**config.mk**
```make
export PLATFORM = sky130hd
export DESIGN_NAME = ycbcr_conv_pipe
export DESIGN_NICKNAME = d
export VERILOG_FILES = /design/src/rtl/ycbcr_conv_pipe.sv
export SDC_FILE = /design/constraint.sdc
export NUM_CORES = 1
export LEC_CHECK = 0
export CAP_MARGIN = 20
export CORE_AREA = 2 2 200 202
export CTS_BUF_LIST = sky130_fd_sc_hd__clkbuf_8
export DETAILED_ROUTE_END_ITERATION = 10
export DIE_AREA = 0 0 202 204
export HOLD_SLACK_MARGIN = 0.03
export PLACE_DENSITY = 0.78
export SYNTH_ARGS = -nofsm -noshare
export SYNTH_HDL_FRONTEND = slang
export SYNTH_SLANG_ARGS = --single-unit
export TNS_END_PERCENT = 20
```
**constraint.sdc**
```tcl
create_clock -name clk -period 15 [get_ports clk]
set_input_delay 3 -clock clk [delete_from_list [all_inputs] [get_ports clk]]
set_output_delay 3 -clock clk [all_outputs]
set_load 0.01 [all_outputs]
```
**src/rtl/ycbcr_conv_pipe.sv**
```systemverilog
// Streaming RGB->YCbCr (JFIF full range), LANES pixels/beat, 3-cycle pipeline with a single global stall.
// Optional YCBCR_RAW_OUT_EN exposes the unrounded S2 sums registered alongside S3.
module ycbcr_conv_pipe #(
  parameter int INPUT_WIDTH        = 8,
  parameter int OUTPUT_WIDTH       = 8,
  parameter int SCALE              = 16,
  parameter int FIXED_POINT_LENGTH = 32,
  parameter int LANES              = 1
) (
  input  logic                                 clk,
  input  logic                                 rst_n,
  input  logic                                 in_valid,
  output logic                                 in_ready,
  input  logic [LANES*3*INPUT_WIDTH-1:0]       in_rgb,
  input  logic                                 in_last,
  output logic                                 out_valid,
  input  logic                                 out_ready,
  output logic [LANES*OUTPUT_WIDTH-1:0]        out_y,
  output logic [LANES*OUTPUT_WIDTH-1:0]        out_cb,
  output logic [LANES*OUTPUT_WIDTH-1:0]        out_cr,
`ifdef YCBCR_RAW_OUT_EN
  output logic [LANES*FIXED_POINT_LENGTH-1:0]  out_y_raw,
  output logic [LANES*FIXED_POINT_LENGTH-1:0]  out_cb_raw,
  output logic [LANES*FIXED_POINT_LENGTH-1:0]  out_cr_raw,
`endif
  output logic                                 out_last
);

  localparam int IW  = INPUT_WIDTH;
  localparam int OW  = OUTPUT_WIDTH;
  localparam int FPL = FIXED_POINT_LENGTH;

  // Coefficients in units of 1e-4, rounded to SCALE bits; the last term of
  // each row is derived so rows sum to exactly 2^SCALE (Y) or 0 (Cb, Cr).
  localparam longint ONE   = longint'(1) << SCALE;
  localparam longint C_YR  = (2990 * ONE + 5000) / 10000;
  localparam longint C_YG  = (5870 * ONE + 5000) / 10000;
  localparam longint C_YB  = ONE - C_YR - C_YG;
  localparam longint C_CBR = -((1687 * ONE + 5000) / 10000);
  localparam longint C_CBB = ONE / 2;
  localparam longint C_CBG = -(C_CBB + C_CBR);
  localparam longint C_CRR = ONE / 2;
  localparam longint C_CRG = -((4187 * ONE + 5000) / 10000);
  localparam longint C_CRB = -(C_CRR + C_CRG);

  localparam logic signed [FPL-1:0] K [9] = '{
    FPL'(C_YR),  FPL'(C_YG),  FPL'(C_YB),
    FPL'(C_CBR), FPL'(C_CBG), FPL'(C_CBB),
    FPL'(C_CRR), FPL'(C_CRG), FPL'(C_CRB)
  };
  localparam logic signed [FPL-1:0] OFFS = FPL'(longint'(128) << SCALE);
  localparam logic signed [FPL-1:0] RND  = FPL'(longint'(1) << (SCALE - 1));
  localparam logic signed [FPL-1:0] MAXV = FPL'((longint'(1) << OW) - 1);

  function automatic logic [OW-1:0] round_sat(input logic signed [FPL-1:0] s);
    logic signed [FPL-1:0] t;
    t = (s + RND) >>> SCALE;
    if (t[FPL-1])      round_sat = '0;
    else if (t > MAXV) round_sat = '1;
    else               round_sat = t[OW-1:0];
  endfunction

  logic en;
  logic v1_q, v2_q, v3_q, l1_q, l2_q, l3_q;
  logic v1_d, v2_d, v3_d, l1_d, l2_d, l3_d;

  // The whole pipe freezes together, so bubbles keep their slots.
  assign en        = !v3_q || out_ready;
  assign in_ready  = en;
  assign out_valid = v3_q;
  assign out_last  = l3_q;

  always_comb begin
    v1_d = v1_q;
    v2_d = v2_q;
    v3_d = v3_q;
    l1_d = l1_q;
    l2_d = l2_q;
    l3_d = l3_q;
    if (en) begin
      v1_d = in_valid;
      l1_d = in_valid && in_last;
      v2_d = v1_q;
      l2_d = l1_q;
      v3_d = v2_q;
      l3_d = l2_q;
    end
  end

  always_ff @(posedge clk or negedge rst_n) begin
    if (!rst_n) begin
      v1_q <= 1'b0;
      v2_q <= 1'b0;
      v3_q <= 1'b0;
      l1_q <= 1'b0;
      l2_q <= 1'b0;
      l3_q <= 1'b0;
    end else begin
      v1_q <= v1_d;
      v2_q <= v2_d;
      v3_q <= v3_d;
      l1_q <= l1_d;
      l2_q <= l2_d;
      l3_q <= l3_d;
    end
  end

  for (genvar k = 0; k < LANES; k++) begin : g_lane
    logic signed [FPL-1:0] x   [3];
    logic signed [FPL-1:0] p_d [9];
    logic signed [FPL-1:0] p_q [9];
    logic signed [FPL-1:0] s_d [3];
    logic signed [FPL-1:0] s_q [3];
    logic [OW-1:0]         o_d [3];
    logic [OW-1:0]         o_q [3];

    // Components are unsigned; x[0..2] = R, G, B with R in the lane MSBs.
    always_comb begin
      for (int c = 0; c < 3; c++) begin
        x[c] = $signed(FPL'(in_rgb[k*3*IW + (2-c)*IW +: IW]));
      end
      for (int i = 0; i < 9; i++) begin
        p_d[i] = x[i % 3] * K[i];
      end
      s_d[0] = p_q[0] + p_q[1] + p_q[2];
      s_d[1] = p_q[3] + p_q[4] + p_q[5] + OFFS;
      s_d[2] = p_q[6] + p_q[7] + p_q[8] + OFFS;
      for (int c = 0; c < 3; c++) begin
        o_d[c] = round_sat(s_q[c]);
      end
    end

    always_ff @(posedge clk) begin
      if (en) begin
        p_q <= p_d;
        s_q <= s_d;
      end
    end

    always_ff @(posedge clk or negedge rst_n) begin
      if (!rst_n)  o_q <= '{default: '0};
      else if (en) o_q <= o_d;
    end

    assign out_y [k*OW +: OW] = o_q[0];
    assign out_cb[k*OW +: OW] = o_q[1];
    assign out_cr[k*OW +: OW] = o_q[2];

`ifdef YCBCR_RAW_OUT_EN
    logic signed [FPL-1:0] r_q [3];

    always_ff @(posedge clk) begin
      if (en) r_q <= s_q;
    end

    assign out_y_raw [k*FPL +: FPL] = r_q[0];
    assign out_cb_raw[k*FPL +: FPL] = r_q[1];
    assign out_cr_raw[k*FPL +: FPL] = r_q[2];
`endif
  end

endmodule
```
; ---- Yosys cells after proc, flatten, opt, wreduce, memory -nomap -nowiden
; Index checks and enable logic that the tools add are counted.
[classes]
addsub = 11
n_mul = 7
n_lt_le_gt_ge = 3
n_mux = 6
n_reduce_logical = 3
[ops]
columns = op, count
row1 = adder 32 bit, 4
row2 = "adder 32 x 17 -> 32 bit, second input constant", 3
row3 = "adder 32 x 25 -> 32 bit, second input constant", 2
row4 = "> comparator 16 x 9 -> 1 bit, second input constant", 3
row5 = two-way mux 8 bit, 6
row6 = "multiplier 8 x 15 -> 23 bit, second input constant", 2
row7 = "multiplier 9 x 12 -> 21 bit, second input constant", 2
row8 = adder 24 x 32 -> 32 bit, 1
row9 = adder 32 x 24 -> 32 bit, 1
row10 = "multiplier 8 x 13 -> 21 bit, second input constant", 1
row11 = "multiplier 9 x 11 -> 20 bit, second input constant", 1
row12 = "multiplier 9 x 10 -> 19 bit, second input constant", 1
row13 = logical AND 1 bit, 1
row14 = logical NOT 1 bit, 1
row15 = logical OR 1 bit, 1
[totals]
reg_bits = 349
in_bits = 29
out_inout_bits = 27
word_cells = 51

; ---- Logic depth before layout (Yosys ltp)
; Gate-level depths: netlist (run 1).
[depth]
word_depth = 4
depth_mapped = 19
ltp_nobuf = 19

; ---- Least setup slack after synthesis (run 1)
; Ideal clock, no wire load.
[synth_timing]
kind = input-to-output
startpoint = input port out_ready
endpoint = output port in_ready
arrival_ns = 8.925
t_required_ns = 12.000
path_slack_ns = 3.075
cell_stages = 4
path_cell_list = nor2b_1 > clkbuf_1 > inv_1 > buf_1
[synth_between]
elab_chain_cells = 1
[synth_rtl]
columns = item, line
row1 = start: declaration, 17  ; input logic out_ready,
row2 = logical OR 1 bit, 68  ; assign en = !v3_q || out_ready;
row3 = end: declaration, 13  ; output logic in_ready,
; No other way between the ends.

; ---- Worst setup path in the final report (run 1)
; Same ends and word-level chain as after synthesis.

==> flow_metrics.py, run 1 <==
metrics = {
    "run_status": {
        "status": "finished, final reports clean",
    },
    "timing": {
        "drv_slew": 0,
        "finalSetupViolCount": 0,
        "period_minus_slack_ns": 7.778,
        "tns_ns": 0,
        "tightestPinTransition_ns": 0.9984,
        "whs_ns": 0.4691,
        "fin_crit_sh": 0.5185,
        "final_hold_viol_count": 0,
        "slew_headroom": 0.3344,
        "rsz0062_at_grt": "no",
        "clock.fmax_mhz": 128.6,
        "fin_skew_ns": 0.03262,
    },
    "worst_setup_path": {
        "worst_ep_required_time_ns": 12.00,
        "crit_type": "in2out",
        "worstSetupEndpointType": "primary output",
        "cp.arrival_ns": 4.78,
        "crit_fanout": 73,
        "startpoint_type": "primary input",
    },
    "floorplan": {
        "fp.dieW_um": 202,
        "die_h_um": 204,
        "coreArea_sq_um": 39180,
        "rows": 73,
        "dieArea_sq_um": 41210,
        "io_pins": 56,
        "start_util": 0.6036,
    },
    "power": {
        "vdd_drop_max_mv": 0.09876,
        "power_mw": 5.908,
        "power_density_nw_per_um2": 230.1,
        "leakage_nw": 12.44,
    },
    "cells_and_area": {
        "diodes": 0,
        "area_growth_pct": 8.580,
        "drive_gt1_frac": 0.04361,
        "final_nets": 2965,
        "utilization": 0.6554,
        "n_fill_cell": 3025,
        "final_cell_area_sq_um": 25680,
    },
    "yosys": {
        "ys_seq_area_frac": 0.2831,
        "syn_area_sq_um": 23650,
        "synth_cell_types": 76,
        "synth_largest_area_cell": "edfxtp_1",
        "async_reset_ff_frac": 0.1316,
        "synth_warnings": 0,
        "synth_edf_count": 198,
        "synth_area_leaders": "edfxtp_1 (25%), ha_1 (23%), fa_1 (19%)",
        "yosys.area.top_type_share": 0.2514,
        "syn_nets": 2871,
        "postSynthAreaPerCell_sq_um": 10.80,
        "ys_seq_elements": 228,
        "synth_ff_type": "edfxtp_1",
        "syn_inst": 2190,
    },
    "grt": {
        "met1_usage": 0.3369,
        "gr-total-overflow": 0,
        "grt_max_degree": 88,
        "grt_pass1_wl_um": 85040,
        "grt_use_met2": 0.4618,
        "grt_pass1_vias": 16822,
        "use_met3": 0.03460,
        "antenna_found_initial": 0,
        "grt-busiest-layer": "met2",
        "grt_use_total": 0.2626,
    },
    "clocking": {
        "cts_hold_buf": 0,
        "clock-sinks": 228,
        "h-tree-depth": 2,
        "root_buffer": "clkbuf_8",
        "clk_latency_ns": 0.57,
        "cts-buffers-inserted": 42,
        "cts.reportedPaths.clkPinSlew_ns": 0.06,
        "cts_tree": "done",
        "post_cts_buffers": 0,
        "cts_resized": 0,
        "clockBufferDepth": 3,
    },
    "place": {
        "place_area_sq_um": 24870,
        "hpwlAfterDp_um": 42990,
        "portBuffers": 55,
        "gp_congestion": 0.9588,
    },
    "drt": {
        "first_pass_iters": 5,
        "num_vias": 15841,
        "drc_errors": 0,
        "postRouteAntennaNets": 0,
        "finalWirelength_um": 51730,
        "drt-initial-drc-count": 998,
        "via_per_inst": 5.576,
        "post_drt_wl_per_cell_um": 18.21,
    },
    "min_path": {
        "hold_class": "reg2reg",
    },
    "run": {
        "max_cap_violations": 0,
    },
}
[per-layer routing]
metal / up-vias / share of wire
met3: 110 / 0.050
met2: 365 / 0.49
li1: 7610 / -
met5: - / 0
met4: 0 / 0.032
met1: 7756 / 0.43
[cells in the final DEF (no fill, tap or decap), drive strengths merged, types with 4 or more instances in the layout]
master / count
nor3: 28
clkbuf: 48
inv: 459
nand2b: 14
xnor2: 117
fa: 221
nor2: 109
nor2b: 27
o21bai: 14
clkinv: 12
nand3: 33
o21a: 13
a21oi: 105
dfrtp: 30
clkdlybuf4s50: 55
o41ai: 4
a211oi: 24
o211ai: 4
buf: 4
nand4: 17
a21o: 50
a21boi: 6
o31ai: 11
xor2: 43
or3: 4
o21ai: 63
o22ai: 4
nand2: 67
a31oi: 11
ha: 431
a211o: 4
or2: 9
edfxtp: 198
a31o: 8
and3: 16
[logic make-up (layout without fill, tap and decap cells)]
family | Yosys count | count (layout) | synth area share
compound gates | 352 | 352 | 0.09998
xor+xnor | 160 | 160 | 0.05925
fa+ha+maj | 652 | 652 | 0.4150
buf+inv | 455 | 581 | 0.07221
flops | 228 | 228 | 0.2831
mux | 3 | 3 | 0.001322
simple gates | 340 | 340 | 0.06909
[worst max-delay path: stages]
cell and delay, ns:
clkdlybuf4s50_1 0.47, nor2b_2 0.04, buf_4 0.22, inv_8 0.38, clkdlybuf4s50_1 0.64
[cell type report]
| cell class | instances | area (sq um) | area share |
|---|---|---|---|
| multi-input cells | 1507 | 15250 | 0.5938 |
| clock buffers | 48 | 660.6 | 0.02572 |
| clock inverters | 28 | 155.1 | 0.006041 |
| repair buffers | 59 | 580.6 | 0.02261 |
| flip-flops and latches | 228 | 6696 | 0.2607 |
| inverters | 446 | 1682 | 0.06548 |
| well taps | 525 | 656.9 | 0.02558 |
[registers in the layout (all words and copies together) (netlist names)]
register and flops:
out_cr 8, l1_q 1, g_lane.s_q 44, l2_q 1, out_last 1, out_valid 1
v1_q 1, v2_q 1, out_cb 8, out_y 8, g_lane.p_q 154
[worst paths after layout]
kind | startpoint | end | slack [ns] | cells past startpoint
max | out_ready | in_ready | 7.22 | 5
min | out_last | out_last | 0.47 | 2
max reg2reg | g_lane[0].p_q[237] | g_lane[0].s_q[86] | 11.67 | 10
min reg2reg | out_last | out_last | 0.47 | 2
max in group asynchronous | rst_n | out_cb[3] | 11.90 | 2
min in group asynchronous | rst_n | out_cr[5] | 2.82 | 2
[per-stage QoR]
step	instances	setup slack, ns
after global routing	2841	6.899
after global placement	2765	6.785
after floorplan	2190	3.075
after detailed placement	2765	6.662
after CTS	2841	7.177
final	2841	7.222
[cell usage after synthesis (3+ instances only)]
| library cell | instances |
|---|---|
| o22ai_1 | 4 |
| nand3_1 | 33 |
| a211o_1 | 4 |
| xnor2_1 | 117 |
| nor2_1 | 109 |
| a31oi_1 | 9 |
| or3_1 | 4 |
| and4_1 | 3 |
| and3_1 | 16 |
| o21a_1 | 12 |
| a21oi_1 | 103 |
| inv_1 | 446 |
| nor3_1 | 28 |
| nand2b_1 | 14 |
| and2_1 | 3 |
| clkbuf_1 | 5 |
| ha_1 | 431 |
| o31ai_1 | 10 |
| nor2b_1 | 27 |
| a21o_1 | 47 |
| o21bai_1 | 14 |
| o21ai_0 | 60 |
| o211a_1 | 3 |
| xor2_1 | 43 |
| o211ai_1 | 4 |
| or2_2 | 8 |
| a21o_2 | 3 |
| edfxtp_1 | 198 |
| dfrtp_1 | 30 |
| a21boi_0 | 4 |
| nand2_1 | 67 |
| fa_1 | 221 |
| a31o_2 | 8 |
| buf_1 | 4 |
| nand4b_1 | 3 |
| a211oi_1 | 23 |
| nand4_1 | 17 |
[report_power, final]
group,internal [mW],switching [mW],total (mW)
logic,1.72,2.13,3.85
clock network,0.311,0.269,0.581
registers,1.26,0.218,1.48
total,3.29,2.62,5.91
Power figures use the tool's default switching activity.
==> run 2, diff against run 1 <==
==> constraint.sdc (replaced) <==
create_clock -name clk -period 7.4 [get_ports clk]
set_input_delay 1.48 -clock clk [delete_from_list [all_inputs] [get_ports clk]]
set_output_delay 1.48 -clock clk [all_outputs]
set_load 0.01 [all_outputs]
==> flow_metrics.py, run 2 (same netlist as run 1, synthesis figures left out) <==
metrics = {
    "clocking": {
        "cts_tree": "done",
        "clock-sinks": 228,
        "cts_hold_buf": 0,
        "cts.reportedPaths.clkPinSlew_ns": 0.06,
        "root_buffer": "clkbuf_8",
        "post_cts_buffers": 0,
        "clockBufferDepth": 3,
        "h-tree-depth": 2,
        "clk_latency_ns": 0.56,
        "cts-buffers-inserted": 42,
        "cts_resized": 0,
    },
    "power": {
        "power_frac_seq": 0.246,
        "vdd_drop_max_mv": 0.2290,
        "p_int_mw": 6.772,
        "leakage_nw": 12.53,
        "pwr-share-clk": 0.106,
        "switching_share": 0.4437,
        "power_frac_comb": 0.648,
        "power.switching_mw": 5.401,
        "power_density_nw_per_um2": 471.2,
    },
    "worst_setup_path": {
        "crit_fanout": 10,
        "path_depth": 18,
        "critPathSlowestCell": "clkdlybuf4s50_1",
        "critical_path_buf_inv_count": 5,
        "crit_type": "in2reg",
        "worstSetupEndpointType": "flip-flop",
        "r2r_cells": 10,
        "startpoint_type": "primary input",
        "worst_ep_required_time_ns": 7.71,
        "critical_path.top_delay_family": "adder cells",
        "cp.arrival_ns": 6.46,
        "slowest_delay_ns": 0.67,
        "worstPathCellList": "clkdlybuf4s50_1, fa_1, inv_1, fa_1, inv_1, fa_1, inv_1, fa_1, inv_1, ha_1, nand3_1, nor2_1, nor3_1, o311ai_0, a211oi_1, o21bai_1, a21oi_1, xnor2_1",
    },
    "cells_and_area": {
        "layout_common_cells": "inv_1 (457), ha_1 (431), fa_1 (221)",
        "finalNonFillerCells": 2851,
        "layout_commonest_cell": "inv_1",
        "reg_top3": "g_lane.p_q: 154 flops, g_lane.s_q: 44 flops",
        "final_nets": 2973,
        "largest_reg_flops": 154,
        "regMostFlops": "g_lane.p_q",
        "diodes": 0,
        "area_growth_pct": 9.226,
        "drive_gt1_frac": 0.04815,
    },
    "floorplan": {
        "start_util": 0.6036,
        "rows": 73,
        "die_h_um": 204,
        "fp.dieW_um": 202,
        "dieArea_sq_um": 41210,
        "coreArea_sq_um": 39180,
        "io_pins": 56,
    },
    "timing": {
        "tns_ns": 0,
        "fin_skew_ns": 0.02347,
        "finalSetupViolCount": 0,
        "tightestPinTransition_ns": 1.039,
        "period_minus_slack_ns": 6.149,
        "slew_headroom": 0.3072,
        "clock.fmax_mhz": 162.6,
        "drv_slew": 0,
        "fin_crit_sh": 0.8309,
        "final_hold_viol_count": 0,
        "rsz0062_at_grt": "no",
    },
    "run": {
        "max_cap_violations": 0,
    },
    "place": {
        "portBuffers": 55,
        "hpwlAfterDp_um": 43350,
        "gp_congestion": 0.9004,
        "dp.cells": 2773,
    },
    "min_path": {
        "hold_class": "reg2reg",
        "worstHoldPathCells": 1,
    },
    "drt": {
        "via_per_inst": 5.574,
        "first_pass_iters": 7,
        "drt-initial-drc-count": 848,
        "finalWirelength_um": 52540,
        "post_drt_wl_per_cell_um": 18.43,
        "postRouteAntennaNets": 0,
        "drc_errors": 0,
        "num_vias": 15892,
    },
    "grt": {
        "grt_max_degree": 97,
        "grt_pass1_vias": 17211,
        "grt_pass1_wl_um": 86440,
        "gr-total-overflow": 0,
        "grt_use_total": 0.2679,
        "antenna_found_initial": 0,
    },
    "run_status": {
        "status": "finished, final reports clean",
    },
}
[run 2: changes by cell type in the layout (fill, tap and decap cells not counted), sizes merged]
cell	before	now
clkbuf	48	49
clkinvlp	2	1
bufinv	1	4
clkinv	12	11
buf	4	12
[run 2: worst paths after layout]
kind	from	end	slack, ns
min	v2_q	out_valid	0.46
max reg2reg	g_lane[0].p_q[112]	g_lane[0].s_q[63]	3.99
min in group asynchronous	rst_n	out_y[3]	1.29
max	in_rgb[6]	g_lane[0].p_q[212]	1.25
max in group asynchronous	rst_n	out_cb[2]	5.82
min reg2reg	v2_q	out_valid	0.46
[run 2: power by group through the flow]
stage,clock network [mW],logic [mW],registers (mW)
after floorplan,0,5.83,2.88
after global placement,0,7.45,3.00
after detailed placement,0,7.78,3.02
after CTS,1.32,7.86,3.00
after global routing,1.38,8.89,3.06
final,1.29,7.89,2.99
[run 2: layout make-up]
class,count,area [sq um]
Clock inverter,29,234.0
Tap cell,525,656.9
Clock buffer,49,674.4
Multi-Input combinational cell,1507,15250
Timing Repair Buffer,67,640.6
Inverter,446,1682
Sequential cell,228,6696
Fill cell,2957,13350
[run 2: through the flow]
step | setup WS [ns] | total power [mW] | instance area [sq um] | util | hold slack [ns]
after floorplan | 1.330 | 8.708 | 23660 | - | 0.4300
after global placement | 0.7542 | 10.45 | 24930 | 0.6361 | 0.4399
after detailed placement | 0.6609 | 10.80 | 24930 | 0.6361 | 0.4530
after CTS | 1.297 | 12.18 | 25830 | 0.6593 | 0.4663
after global routing | 0.9146 | 13.33 | 25830 | 0.6593 | 0.5011
final | 1.251 | 12.17 | 25830 | 0.6593 | 0.4604
[run 2: layer usage]
metal  GRT usage  routed length (um)  vias to the layer above
met5           0                   0                        -
met4     0.08745                1476                        0
met3     0.03986                2651                       81
met2      0.4710               25740                      393
met1      0.3408               22670                     7790
li1            -                   -                     7628
